### config.mk
export PLATFORM = sky130hd
export DESIGN_NAME = gpa_fhdo_spi_master
export DESIGN_NICKNAME = d
export VERILOG_FILES = /design/src/rtl/gpa_fhdo_spi_master.sv
export SDC_FILE = /design/constraint.sdc
export NUM_CORES = 1
export LEC_CHECK = 0
export ABC_CLOCK_PERIOD_IN_PS = 4700
export BUFFER_PORTS_ARGS = -buffer_cell sky130_fd_sc_hd__buf_4
export CAP_MARGIN = 20
export CORE_MARGIN = 4
export CORE_UTILIZATION = 49
export CTS_CLUSTER_DIAMETER = 200
export DETAILED_ROUTE_END_ITERATION = 7
export PLACE_DENSITY = 0.72
export SYNTH_ARGS = -nofsm -noshare
export SYNTH_HDL_FRONTEND = slang
export SYNTH_SLANG_ARGS = --single-unit
### constraint.sdc
create_clock -name clk -period 4.7 [get_ports clk]
set_input_delay 0.235 -clock clk [delete_from_list [all_inputs] [get_ports clk]]
set_output_delay 0.235 -clock clk [all_outputs]
set_load 0.02 [all_outputs]
### src/rtl/gpa_fhdo_spi_master.sv
// -----------------------------------------------------------------------------
// gpa_fhdo_spi_master
// SPI master that forwards 24-bit command words from the gradient sequencer to
// the GPA-FHDO board's DAC80504. Each accepted request produces one
// chip-select-framed, MSB-first transfer. SCLK idles high, the DAC samples on
// SCLK falling edges, and SCLK's half-period is (spi_clk_div_i + 1) clk cycles.
//
// Ports:
//   clk            system clock, rising edge
//   rst_n          asynchronous active-low reset
//   data_i[31:0]   command word; [FRAME_BITS-1:0] is the frame, upper bits ignored
//   valid_i        request strobe, accepted on its rising edge while idle
//   spi_clk_div_i  SCLK divider D (half-period = D+1 clk cycles)
//   busy_o         high from acceptance until the post-frame gap has elapsed
//   fhd_clk_o      SPI SCLK (idles high)
//   fhd_sdo_o      SPI MOSI
//   fhd_csn_o      SPI chip select, active low
//   fhd_sdi_i      SPI MISO, captured into an internal shadow register only
// -----------------------------------------------------------------------------
module gpa_fhdo_spi_master #(
   parameter int FRAME_BITS = 24
) (
   input  logic        clk,
   input  logic        rst_n,
   input  logic [31:0] data_i,
   input  logic        valid_i,
   input  logic [5:0]  spi_clk_div_i,
   output logic        busy_o,
   output logic        fhd_clk_o,
   output logic        fhd_sdo_o,
   output logic        fhd_csn_o,
   input  logic        fhd_sdi_i
);

   // One SCLK toggle per half-period: two toggles per frame bit.
   localparam int             EW        = $clog2(2 * FRAME_BITS);
   localparam logic [EW-1:0]  LAST_EDGE = EW'(2 * FRAME_BITS - 1);

   typedef enum logic [1:0] {
      ST_IDLE,
      ST_SHIFT,
      ST_CS_HOLD,
      ST_GAP
   } state_t;

   state_t                  r_state;
   logic                    r_valid_q;
   logic                    r_busy;
   logic                    r_sclk;
   logic                    r_sdo;
   logic                    r_csn;
   logic [5:0]              r_div;
   logic [5:0]              r_cnt;
   logic [EW-1:0]           r_edges;
   logic [FRAME_BITS-1:0]   r_shift;
   logic [FRAME_BITS-1:0]   r_miso;

   logic w_start;
   logic w_tick;
   logic w_unused;

   assign w_start = valid_i && !r_valid_q && (r_state == ST_IDLE);
   assign w_tick  = (r_cnt == r_div);

   assign busy_o    = r_busy;
   assign fhd_clk_o = r_sclk;
   assign fhd_sdo_o = r_sdo;
   assign fhd_csn_o = r_csn;

   // MISO shadow and the reserved command bits have no consumer; the top shift
   // bit is never read because the first bit is driven straight from data_i.
   assign w_unused = &{1'b0, data_i[31:FRAME_BITS], r_miso, r_shift[FRAME_BITS-1]};

   // NOTE: all state is updated with non-blocking assignments so every register
   // samples pre-edge values; blocking here would create order-dependent logic.
   always_ff @(posedge clk or negedge rst_n) begin
      if (!rst_n) begin
         r_state   <= ST_IDLE;
         r_valid_q <= 1'b0;
         r_busy    <= 1'b0;
         r_sclk    <= 1'b1;
         r_sdo     <= 1'b0;
         r_csn     <= 1'b1;
         r_div     <= '0;
         r_cnt     <= '0;
         r_edges   <= '0;
         r_shift   <= '0;
         r_miso    <= '0;
      end else begin
         r_valid_q <= valid_i;
         case (r_state)
            ST_IDLE: begin
               if (w_start) begin
                  r_shift <= data_i[FRAME_BITS-1:0];
                  r_sdo   <= data_i[FRAME_BITS-1];
                  r_div   <= spi_clk_div_i;
                  r_cnt   <= '0;
                  r_edges <= '0;
                  r_busy  <= 1'b1;
                  r_csn   <= 1'b0;
                  r_sclk  <= 1'b1;
                  r_state <= ST_SHIFT;
               end
            end

            ST_SHIFT: begin
               if (w_tick) begin
                  r_cnt   <= '0;
                  r_sclk  <= ~r_sclk;
                  r_edges <= r_edges + 1'b1;
                  // SCLK currently low: this toggle is a rising edge.
                  if (!r_sclk) begin
                     r_miso <= {r_miso[FRAME_BITS-2:0], fhd_sdi_i};
                     if (r_edges == LAST_EDGE) begin
                        r_csn   <= 1'b1;
                        r_sdo   <= 1'b0;
                        r_state <= ST_CS_HOLD;
                     end else begin
                        r_shift <= r_shift << 1;
                        r_sdo   <= r_shift[FRAME_BITS-2];
                     end
                  end
               end else begin
                  r_cnt <= r_cnt + 1'b1;
               end
            end

            // CS_HOLD is the first cycle after CSN rises; GAP continues the
            // same H-cycle count, so with D=0 the wait ends in CS_HOLD itself.
            ST_CS_HOLD, ST_GAP: begin
               if (w_tick) begin
                  r_busy  <= 1'b0;
                  r_state <= ST_IDLE;
               end else begin
                  r_cnt   <= r_cnt + 1'b1;
                  r_state <= ST_GAP;
               end
            end

            default: r_state <= ST_IDLE;
         endcase
      end
   end

endmodule

==> flow_summary_export.csv <==
group,metric,value,unit
power,worst_ir_drop_vdd,0.249,mV
routing,detail_route_antenna_nets,0,
clocking,clkTransAtPathRegs,0.09,ns
die,chipWidth,78.2,um
critical_path,startpoint_type,"flop",
clocking,clock_path_buffers,2,
clocking,root_buffer,"clkbuf_8",
routing,vias,1884,
run,cap_violations,0,
timing,final-hold-violation-count,0,
die,top_level_ports,46,
routing,drt_iter0_markers,143,
critical_path,max_stage_delay,0.81,ns
logic_synthesis,async_reset_ff_share,100,%
clocking,tritoncts,"built",
routing,wl_met3,142,um
timing,totalNegativeSetupSlack,0,ns
global_routing,grt_start_max_net_pins,49,
clocking,clkSinkCount,48,
logic_synthesis,postSynthNetCount,274,
critical_path,critical_path.endpoint_type,"flop",
routing,routed_wirelength,4960,um
logic_synthesis,synth-edff-count,0,
placed_design,globalplace.congestion,0.847,
logic_synthesis,ys_types,48,
global_routing,grt_pass1_vias,1798,
logic_synthesis,syn_area,2410,um^2
global_routing,globalRouteOverflowTotal,0,
die,initial_utilization,50.8,%
logic_synthesis,synth-warning-count,0,
power,power.density,492,nW/um^2
worst_hold_path,hold_depth,1,
routing,routed_vias_inst,5.73,
clocking,post_cts.resized_instances,0,
timing,tightest_slew,0.872,ns
timing,clock_skew,0.00889,ns
global_routing,grt_pass1_wl,8340,um
logic_synthesis,yosysTopAreaCellShare,47.7,%
die,fp.coreArea,4750,um^2
logic_synthesis,synth_most_common_cell,"dfrtp_1",
critical_path,arrival,2.98,ns
run_status,status,"finished, final reports clean",
logic_synthesis,synth_top_cells_by_count,"dfrtp_1 (46), nand2_1 (34), o22ai_1 (24)",
routing,top_signal_layer_used,"met4",
clocking,worst_skew_pair.late_latency,0.30,ns
layout,area_growth_syn_to_layout,16.3,%
placed_design,io_buffers,36,
power,fin_total_pwr,1.38,mW
clocking,htreeDepth,2,
global_routing,grt.total_usage,17.0,%
routing,post-route-drc-count,0,
global_routing,grt_antenna_before_repair,0,
layout,nNetsFinal,305,
critical_path,critPathMaxFanout,27,
power,p_leak,1.18,nW
critical_path,master_of_the_slowest_instance_on_the_critical_path,"and2_1",
timing,final_min_period_over_clock_period,58.7,%
die,floorplan_die_area,6110,um^2
clocking,cts_made_buffers,5,
timing,timing.slew.headroom,41.9,%
placed_design,hpwlAfterDp,3230,um
logic_synthesis,dominantRegCellSynth,"dfrtp_1",
critical_path,kind_of_critical_path,"flop to flop",
logic_synthesis,ys_seq_elements,48,
critical_path,cp.required,4.92,ns
timing,setup_violations,0,
logic_synthesis,cell_count_after_synthesis,230,
layout,n_antenna_cell,0,
timing,timing.final.max_slew_violations,0,
logic_synthesis,synth_top_cells_by_area,"dfrtp_1 (48%), a2bb2oi_1 (7.6%), o22ai_1 (6.2%)",
critical_path,timing.reg2reg.worst_path_depth,5,
critical_path,crit_path_cell_trace,"nor2_1 > nand2_1 > o21ai_4 > and2_1 > a2bb2oi_1",
routing,m1_wire_length,2450,um
routing,first_pass_iters,4,
die,placement_rows,25,
logic_synthesis,avgSynthCellArea,10.5,um^2
timing,rsz0062_at_grt,"no",
logic_synthesis,yosysTopAreaCell,"dfrtp_1",
timing,period_needed,2.76,ns
timing,peak_freq,362,MHz
clocking,postCtsSetupRepairBufs,0,
logic_synthesis,synth_seq_area_share,49.9,%
routing,met2RoutedLength,2320,um
worst_hold_path,worst_hold_path_type,"input port to flop",
die,floorplan.die.height,78.2,um
routing,avgRoutedWirePerCell,15.1,um
layout,layout-drive-gt1-share,22.5,%
final timing paths:
path	startpoint	slack, ns	to
min reg2reg	r_div[5]$_DFFE_PN0P_	0.51	r_div[5]$_DFFE_PN0P_
max in group asynchronous	rst_n	3.81	r_edges[2]$_DFFE_PN0P_
min	valid_i	0.05	r_valid_q$_DFF_PN0_
max reg2reg	r_state[0]$_DFFE_PN0P_	1.94	r_shift[3]$_DFFE_PN0P_
max	r_state[0]$_DFFE_PN0P_	1.94	r_shift[3]$_DFFE_PN0P_
min in group asynchronous	rst_n	0.48	r_shift[19]$_DFFE_PN0P_
critical path: cells and delay by family, from the launching register on:
family	cells	cell delay [ns]
simple gates	3	1.45
flops	1	0.55
compound gates	2	0.66
kinds of logic (layout without fill, tap and decap cells):
kind of cell / Yosys count / in the layout / share of synthesized area [%]
muxes: 2 / 2 / 0.881
xor gates and xnor gates: 7 / 7 / 3.63
AOI/OAI and AO/OA: 78 / 78 / 25.2
adders and majority gates: 2 / 2 / 1.04
buffers and inverters: 20 / 52 / 4.30
and+or+nand+nor: 73 / 73 / 15.0
DFF: 48 / 48 / 49.9
per-stage QoR:
step	std cells	hold WS, ns	setup WS [ns]	utilization, %	area [um^2]
floorplan	230	-0.0606	2.98	-	2410
global placement	320	0.287	1.99	56.8	2700
detailed placement	320	0.286	2.01	56.8	2700
CTS	329	0.0455	1.97	59.1	2810
global route	329	0.0401	1.73	59.1	2810
finish	329	0.0512	1.94	59.1	2810
per-layer routing:
| layer | GRT usage (%) | vias up |
|---|---|---|
| li1 | - | 926 |
| met1 | 23.9 | 926 |
| met2 | 27.3 | 26 |
| met3 | 3.10 | 6 |
| met4 | 4.20 | 0 |
| met5 | 0 | - |
area by class of cell:
class                   instances  area, um^2
fillers                       433        1950
flip-flops and latches         48        1200
multi-input cells             162        1110
repair buffers                 39         295
well taps                      67        83.8
clock buffers                   6        82.6
inverters                       5        18.8
clock inverters                 2        15.0
report_power, final:
part	switching (mW)	total, mW	internal (mW)
logic	0.192	0.436	0.244
clock network	0.140	0.259	0.119
registers	0.122	0.686	0.565
total	0.454	1.38	0.927
repair_timing:
action,4_1_cts,5_1_grt
hold endpoints to repair,46,0
setup endpoints to repair,0,0
hold buffers,1,0
flip-flops by register name, indices dropped and copies added, names as in the netlist:
signal	count
r_cnt	6
fhd_sdo_o	1
r_state	2
r_valid_q	1
busy_o	1
fhd_clk_o	1
r_edges	6
r_shift	23
r_div	6
fhd_csn_o	1
cells in the final DEF, fill, tap and decap left out, types with 2 or more instances in the layout:
cell / Yosys / final
clkinvlp_4: 0 / 2
nand4_1: 4 / 4
o21ai_1: 4 / 4
dfrtp_1: 46 / 46
o21ai_0: 2 / 2
nand3_1: 7 / 7
buf_4: 0 / 38
xnor2_1: 5 / 5
a311oi_1: 2 / 2
inv_1: 4 / 4
nand2_1: 34 / 34
nor2_1: 10 / 10
a2111oi_4: 2 / 2
nor2b_1: 3 / 2
o22ai_1: 24 / 24
a2bb2oi_1: 21 / 21
a21oi_1: 6 / 6
nor3_1: 3 / 3
a211o_1: 2 / 2
a31oi_1: 3 / 3
a21o_1: 2 / 2
and3_1: 3 / 3
ha_1: 2 / 2
clkbuf_8: 0 / 6
o211ai_1: 2 / 2
dfstp_2: 2 / 2
(Power assumes the default switching activity.)
